`src/rtl/br_row_reader.sv`:
```
// br_row_reader: fetches one image row per start pulse over an Avalon-MM
// read master and writes each returned word into the local line buffer.
// A private row index walks down the frame; frame_start_i rewinds it.
// Optional build macro: BR_ROW_READER_OVERRUN_EN adds a sticky overrun_o
// flag that records start pulses arriving while a row is still in flight.
module br_row_reader #(
    parameter int DATA_W  = 32,
    parameter int ADDR_W  = 32,
    parameter int MAX_OUT = 4
) (
    input  logic              clk,
    input  logic              rst,
    input  logic              frame_start_i,
    input  logic [ADDR_W-1:0] base_addr_i,
    input  logic [15:0]       stride_i,
    input  logic [9:0]        width_i,
    input  logic              Rd_Start_i,
    output logic              Read_Done_o,
    output logic              busy_o,
    output logic [8:0]        row_idx_o,
    output logic [ADDR_W-1:0] avm_address,
    output logic              avm_read,
    input  logic              avm_waitrequest,
    input  logic [DATA_W-1:0] avm_readdata,
    input  logic              avm_readdatavalid,
    output logic              lb_we_o,
    output logic [9:0]        lb_addr_o,
    output logic [DATA_W-1:0] lb_data_o
`ifdef BR_ROW_READER_OVERRUN_EN
    ,
    output logic              overrun_o
`endif
);

    typedef enum logic [1:0] {
        IDLE  = 2'd0,
        ISSUE = 2'd1,
        DRAIN = 2'd2,
        DONE  = 2'd3
    } state_t;

    localparam logic [ADDR_W-1:0] WORD_BYTES = ADDR_W'(DATA_W / 8);
    localparam logic [9:0]        MAX_OUT_W  = 10'(MAX_OUT);

    // Registered state
    state_t              state_r;
    logic [9:0]          issued_r;
    logic [9:0]          received_r;
    logic [9:0]          width_r;
    logic [ADDR_W-1:0]   addr_r;
    logic                read_r;
    logic                busy_r;
    logic                done_r;
    logic [8:0]          row_idx_r;
    logic                lb_we_r;
    logic [9:0]          lb_addr_r;
    logic [DATA_W-1:0]   lb_data_r;

    // Next-state values
    state_t              state_nx_s;
    logic [9:0]          issued_nx_s;
    logic [9:0]          received_nx_s;
    logic [9:0]          width_nx_s;
    logic [ADDR_W-1:0]   addr_nx_s;
    logic                read_nx_s;
    logic                busy_nx_s;
    logic                done_nx_s;
    logic [8:0]          row_idx_nx_s;
    logic                lb_we_nx_s;
    logic [9:0]          lb_addr_nx_s;
    logic [DATA_W-1:0]   lb_data_nx_s;

    // Decoded events
    logic                idle_s;
    logic                start_s;
    logic                accept_s;
    logic                rdv_s;
    logic [8:0]          row_eff_s;
    logic [ADDR_W-1:0]   row_base_s;
    logic [9:0]          outstanding_nx_s;

    // Event decode. The cycle in which Read_Done_o is high still counts as
    // busy, so a start pulse coinciding with the done pulse is not taken.
    always_comb begin
        idle_s    = (state_r == IDLE) && !busy_r;
        start_s   = Rd_Start_i && idle_s;
        accept_s  = read_r && !avm_waitrequest;
        rdv_s     = avm_readdatavalid && (state_r != IDLE);
        if (frame_start_i && idle_s) begin
            row_eff_s = 9'd0;
        end else begin
            row_eff_s = row_idx_r;
        end
        row_base_s = base_addr_i + (ADDR_W'(row_eff_s) * ADDR_W'(stride_i));
    end

    // Row FSM next state plus issue/receive counter and address updates.
    // ISSUE->DRAIN and DRAIN->DONE look ahead at the counter values after
    // this edge so that the done pulse follows the last response by two.
    always_comb begin
        state_nx_s    = state_r;
        width_nx_s    = width_r;
        if (accept_s) begin
            issued_nx_s = issued_r + 10'd1;
            addr_nx_s   = addr_r + WORD_BYTES;
        end else begin
            issued_nx_s = issued_r;
            addr_nx_s   = addr_r;
        end
        if (rdv_s) begin
            received_nx_s = received_r + 10'd1;
        end else begin
            received_nx_s = received_r;
        end
        case (state_r)
            IDLE: begin
                if (start_s) begin
                    issued_nx_s   = 10'd0;
                    received_nx_s = 10'd0;
                    width_nx_s    = width_i;
                    addr_nx_s     = row_base_s;
                    if (width_i == 10'd0) begin
                        state_nx_s = DONE;
                    end else begin
                        state_nx_s = ISSUE;
                    end
                end else begin
                    state_nx_s = IDLE;
                end
            end
            ISSUE: begin
                if (issued_nx_s == width_r) begin
                    state_nx_s = DRAIN;
                end else begin
                    state_nx_s = ISSUE;
                end
            end
            DRAIN: begin
                if (received_nx_s == width_r) begin
                    state_nx_s = DONE;
                end else begin
                    state_nx_s = DRAIN;
                end
            end
            DONE: begin
                state_nx_s = IDLE;
            end
            default: begin
                state_nx_s = IDLE;
            end
        endcase
    end

    // Read request, status pulses, row index and line-buffer write values.
    always_comb begin
        outstanding_nx_s = issued_nx_s - received_nx_s;
        if ((state_nx_s == ISSUE) && (issued_nx_s != width_nx_s) &&
            (outstanding_nx_s < MAX_OUT_W)) begin
            read_nx_s = 1'b1;
        end else begin
            read_nx_s = 1'b0;
        end
        done_nx_s = (state_r == DONE);
        busy_nx_s = (state_nx_s != IDLE) || (state_r == DONE);
        if (state_r == DONE) begin
            row_idx_nx_s = row_idx_r + 9'd1;
        end else if (frame_start_i && idle_s) begin
            row_idx_nx_s = 9'd0;
        end else begin
            row_idx_nx_s = row_idx_r;
        end
        lb_we_nx_s = rdv_s;
        if (rdv_s) begin
            lb_addr_nx_s = received_r;
            lb_data_nx_s = avm_readdata;
        end else begin
            lb_addr_nx_s = lb_addr_r;
            lb_data_nx_s = lb_data_r;
        end
    end

    // State and output registers with synchronous reset.
    always_ff @(posedge clk) begin
        if (rst) begin
            state_r    <= IDLE;
            issued_r   <= 10'd0;
            received_r <= 10'd0;
            width_r    <= 10'd0;
            addr_r     <= '0;
            read_r     <= 1'b0;
            busy_r     <= 1'b0;
            done_r     <= 1'b0;
            row_idx_r  <= 9'd0;
            lb_we_r    <= 1'b0;
            lb_addr_r  <= 10'd0;
            lb_data_r  <= '0;
        end else begin
            state_r    <= state_nx_s;
            issued_r   <= issued_nx_s;
            received_r <= received_nx_s;
            width_r    <= width_nx_s;
            addr_r     <= addr_nx_s;
            read_r     <= read_nx_s;
            busy_r     <= busy_nx_s;
            done_r     <= done_nx_s;
            row_idx_r  <= row_idx_nx_s;
            lb_we_r    <= lb_we_nx_s;
            lb_addr_r  <= lb_addr_nx_s;
            lb_data_r  <= lb_data_nx_s;
        end
    end

`ifdef BR_ROW_READER_OVERRUN_EN
    logic overrun_r;

    // Sticky overrun flag: a new start while a row is in flight sets it,
    // and only reset or a frame start clears it.
    always_ff @(posedge clk) begin
        if (rst) begin
            overrun_r <= 1'b0;
        end else if (Rd_Start_i && !idle_s) begin
            overrun_r <= 1'b1;
        end else if (frame_start_i) begin
            overrun_r <= 1'b0;
        end else begin
            overrun_r <= overrun_r;
        end
    end

    assign overrun_o = overrun_r;
`endif

    assign Read_Done_o = done_r;
    assign busy_o      = busy_r;
    assign row_idx_o   = row_idx_r;
    assign avm_address = addr_r;
    assign avm_read    = read_r;
    assign lb_we_o     = lb_we_r;
    assign lb_addr_o   = lb_addr_r;
    assign lb_data_o   = lb_data_r;

endmodule
```
`config.mk`:
```
export PLATFORM = sky130hd
export DESIGN_NAME = br_row_reader
export DESIGN_NICKNAME = d
export VERILOG_FILES = /design/src/rtl/br_row_reader.sv
export SDC_FILE = /design/constraint.sdc
export NUM_CORES = 1
export LEC_CHECK = 0
export CAP_MARGIN = 30
export CORE_MARGIN = 2
export CORE_UTILIZATION = 60
export CTS_CLUSTER_SIZE = 28
export DETAILED_ROUTE_END_ITERATION = 6
export HOLD_SLACK_MARGIN = 0.03
export PLACE_DENSITY = 0.86
export SETUP_SLACK_MARGIN = 0.5
export SYNTH_ARGS = -nofsm -noshare
export SYNTH_HDL_FRONTEND = slang
export SYNTH_SLANG_ARGS = --single-unit
```
`constraint.sdc`:
```
create_clock -name clk -period 16.4 [get_ports clk]
set_input_delay 1.64 -clock clk [delete_from_list [all_inputs] [get_ports clk]]
set_output_delay 1.64 -clock clk [all_outputs]
set_load 0.005 [all_outputs]
```
==> flow_metrics.tcl <==
set metrics [dict create \
    avgSynthCellArea_um2 8.22 \
    path_cells "clkdlybuf4s50_1 > nor4b_2 > buf_4 > nor2b_1 > and2_1 > fa_1 > fa_1 > fa_1 > fa_1 > inv_1 > fa_1 > inv_1 > ha_1 > a21o_1 > a21oi_1 > o21ai_0 > o2111ai_1 > a21oi_1 > o21ai_0 > or4_1 > o211ai_1" \
    crit_buf_inv 4 \
    cts_resized 0 \
    slowest_delay_ps 800 \
    cts_setup_buffers 0 \
    cp_max_fo 17 \
    holdBufCountCts 0 \
    pre_cts_slack_ps 8130 \
    synthXorXnorAreaFrac_pct 7.67 \
    cp_data_arrival_time_ps 8260 \
    worst_slew_pin_slew_ps 1040 \
    synth_compound_area_share_pct 12.1 \
    cts_root_buffer "clkbuf_16" \
    crit_type "input port to flip-flop" \
    maxCapViolCount 0 \
    post-route-drc-count 0 \
    synth-adder-area-share_pct 28.5 \
    cts_tree "done" \
    fp.dieH_um 143 \
    routedWlPerCell_um 17.2 \
    routed_wirelength_um 31000 \
    required_ps 16730 \
    slew_viol_final 0 \
    finalSetupViolCount 0 \
    clock_latency_ps 430 \
    grt_antenna_before_repair 0 \
    start_util_pct 61.5 \
    synth-seq-cells 119 \
    p_leak_nw 6.28 \
    synth_mux_area_share_pct 0.564 \
    synth-main-ff-cell "dfxtp_1" \
    grt_max_degree 57 \
    syn_nets 1690 \
    fin_crit_ps 7930 \
    drt_iter0_drc 696 \
    crit_path_top_delay_cell "nor2b_1" \
    htreeDepth 4 \
    grt_pass1_wl_um 50400 \
    dp_hpwl_um 23900 \
    die_width_um 143 \
    yosysSeqAreaShare_pct 20.7 \
    clock-sinks 119 \
    syn_area_um2 11500 \
    vias 10234 \
    hold_path.class "flip-flop to flip-flop" \
    final-hold-violation-count 0 \
    crit_path_start_kind "input port" \
    die_area_um2 20300 \
    antenna_cells 0 \
    hold_ws_ps 455 \
    yosysWarnings 0 \
    power_density_nw_per_um2 79.1 \
    max-clock-path-buffers 2 \
    grt_pass1_vias 10468 \
    track_usage_pct 31.1 \
    total_power_mw 1.11 \
    pin_count 183 \
    fin_ws_ps 8470 \
    cpLargestDelayFamily "adder cells" \
    max_slew_margin_pct 30.7 \
    multi_input_area_um2 8240 \
    port-buffer-count 182 \
    min_period_over_period_pct 48.3 \
    syn_to_final_growth_pct 22.0 \
    async_flop_share_pct 0 \
    num_rows 50 \
    synth_cells 1403 \
    synthSimpleGateAreaFrac_pct 22.6 \
    seq_area_um2 2380 \
    cts_buffers 17 \
    firstDrtPassIters 5 \
    drive_gt1_share_pct 4.15 \
    status "completed" \
    antenna_left 0 \
    tns_ps 0 \
    fillers 1338 \
    fin_nets 1841 \
    finalClockSkew_ps 15.6 \
    core_um2 18800 \
    vias_per_cell 5.68 \
    synth_edf_count 0 \
    synth_top_family_by_area "adder cells" \
    crit_path_frequent_cell "fa_1" \
    max_freq_mhz 126 \
    rsz0062_at_grt "false" \
    path_clk_slew_ps 60 \
    place.gp.congestion 0.976 \
    ys_types 67 \
    cp-end-kind "flip-flop" \
    overflow 0 \
    fin_util_pct 75.0 \
    irDropWorstVdd_mv 0.0643 \
]
## sequential cells by signal, summed over array words and instances (netlist names)
name         count
avm_address     32
busy_o           1
received_r      10
row_idx_o        9
Read_Done_o      1
width_r         10
lb_we_o          1
state_r          2
lb_data_o       32
issued_r        10
lb_addr_o       10
avm_read         1
## Yosys cell counts (7+ instances only)
master	number	area, um^2
nand4_1	16	100
a31oi_1	11	68.8
ha_1	71	888
and3_1	9	56.3
dfxtp_1	119	2380
inv_1	178	668
buf_1	7	26.3
o21ai_0	21	105
clkbuf_1	47	176
a21o_1	14	105
nand2b_1	11	68.8
nor2b_1	22	138
and2_1	88	551
a21oi_1	88	440
xnor2_1	49	429
fa_1	120	2400
nand3_1	18	90.1
nor3_1	12	60.1
nand2_1	224	841
or3_1	7	43.8
xor2_1	39	342
nor2_1	97	364
a211oi_1	31	233
## final cells by class
class,count,area share (%)
timing repair buffer,193,13.5
inverter,178,4.75
clock buffer,17,3.02
tap,234,2.08
sequential,119,16.9
clock inverter,15,1.11
multi-input combinational,1045,58.6
## final timing paths
path	startpoint	endpoint	slack (ps)	cells after the start
worst max register to register	state_r[0]	avm_address[27]	9390	20
worst min register to register	lb_data_o[29]	lb_data_o[29]	460	2
worst min-delay path	lb_data_o[29]	lb_data_o[29]	460	2
worst max-delay path	frame_start_i	avm_address[27]	8470	21
## report_power, final
group | switching [mW] | internal [mW]
Clock | 0.158 | 0.215
Sequential | 0.0593 | 0.333
Combinational | 0.179 | 0.168
Total | 0.397 | 0.716
## metrics by stage
stage,instance area (um^2),std cells
2_1_floorplan,11500,1403
3_3_place_gp,13500,1767
3_5_place_dp,13500,1768
4_1_cts,14100,1800
5_1_grt,14100,1801
6_report,14100,1801
## logic make-up (layout without fill, tap and decap cells)
| family | after synthesis | count (layout) |
|---|---|---|
| buffers and inverters | 239 | 403 |
| multiplexers | 6 | 6 |
| AO/OA/AOI/OAI | 215 | 215 |
| AND/OR/NAND/NOR | 540 | 540 |
| XOR/XNOR | 93 | 93 |
| adder cells (fa/ha/maj) | 191 | 191 |
| flip-flops | 119 | 119 |
## worst min-delay path, cell delays in order (launching register included)
cell and delay, ps:
dfxtp_1 310, nand2_1 50, a21oi_1 50
## layout by cell type (no fill, tap or decap), types with 17 or more instances in the layout
master	n
nor2b_1	22
xnor2_1	49
clkdlybuf4s50_1	181
nand2_1	224
nand3_1	18
o21ai_0	21
a211oi_1	31
clkbuf_16	17
a21oi_1	88
inv_1	178
xor2_1	39
dfxtp_1	119
ha_1	71
fa_1	120
nor2_1	97
and2_1	88
## metal layers
layer	up-vias	GRT usage, %	share of wire, %
met3	74	6.14	6.5
li1	4837	-	-
met1	4944	38.9	41
met2	379	53.1	49
met4	0	12.2	3.5
met5	-	0	0
No activity file was read; power rests on OpenSTA's default activity.
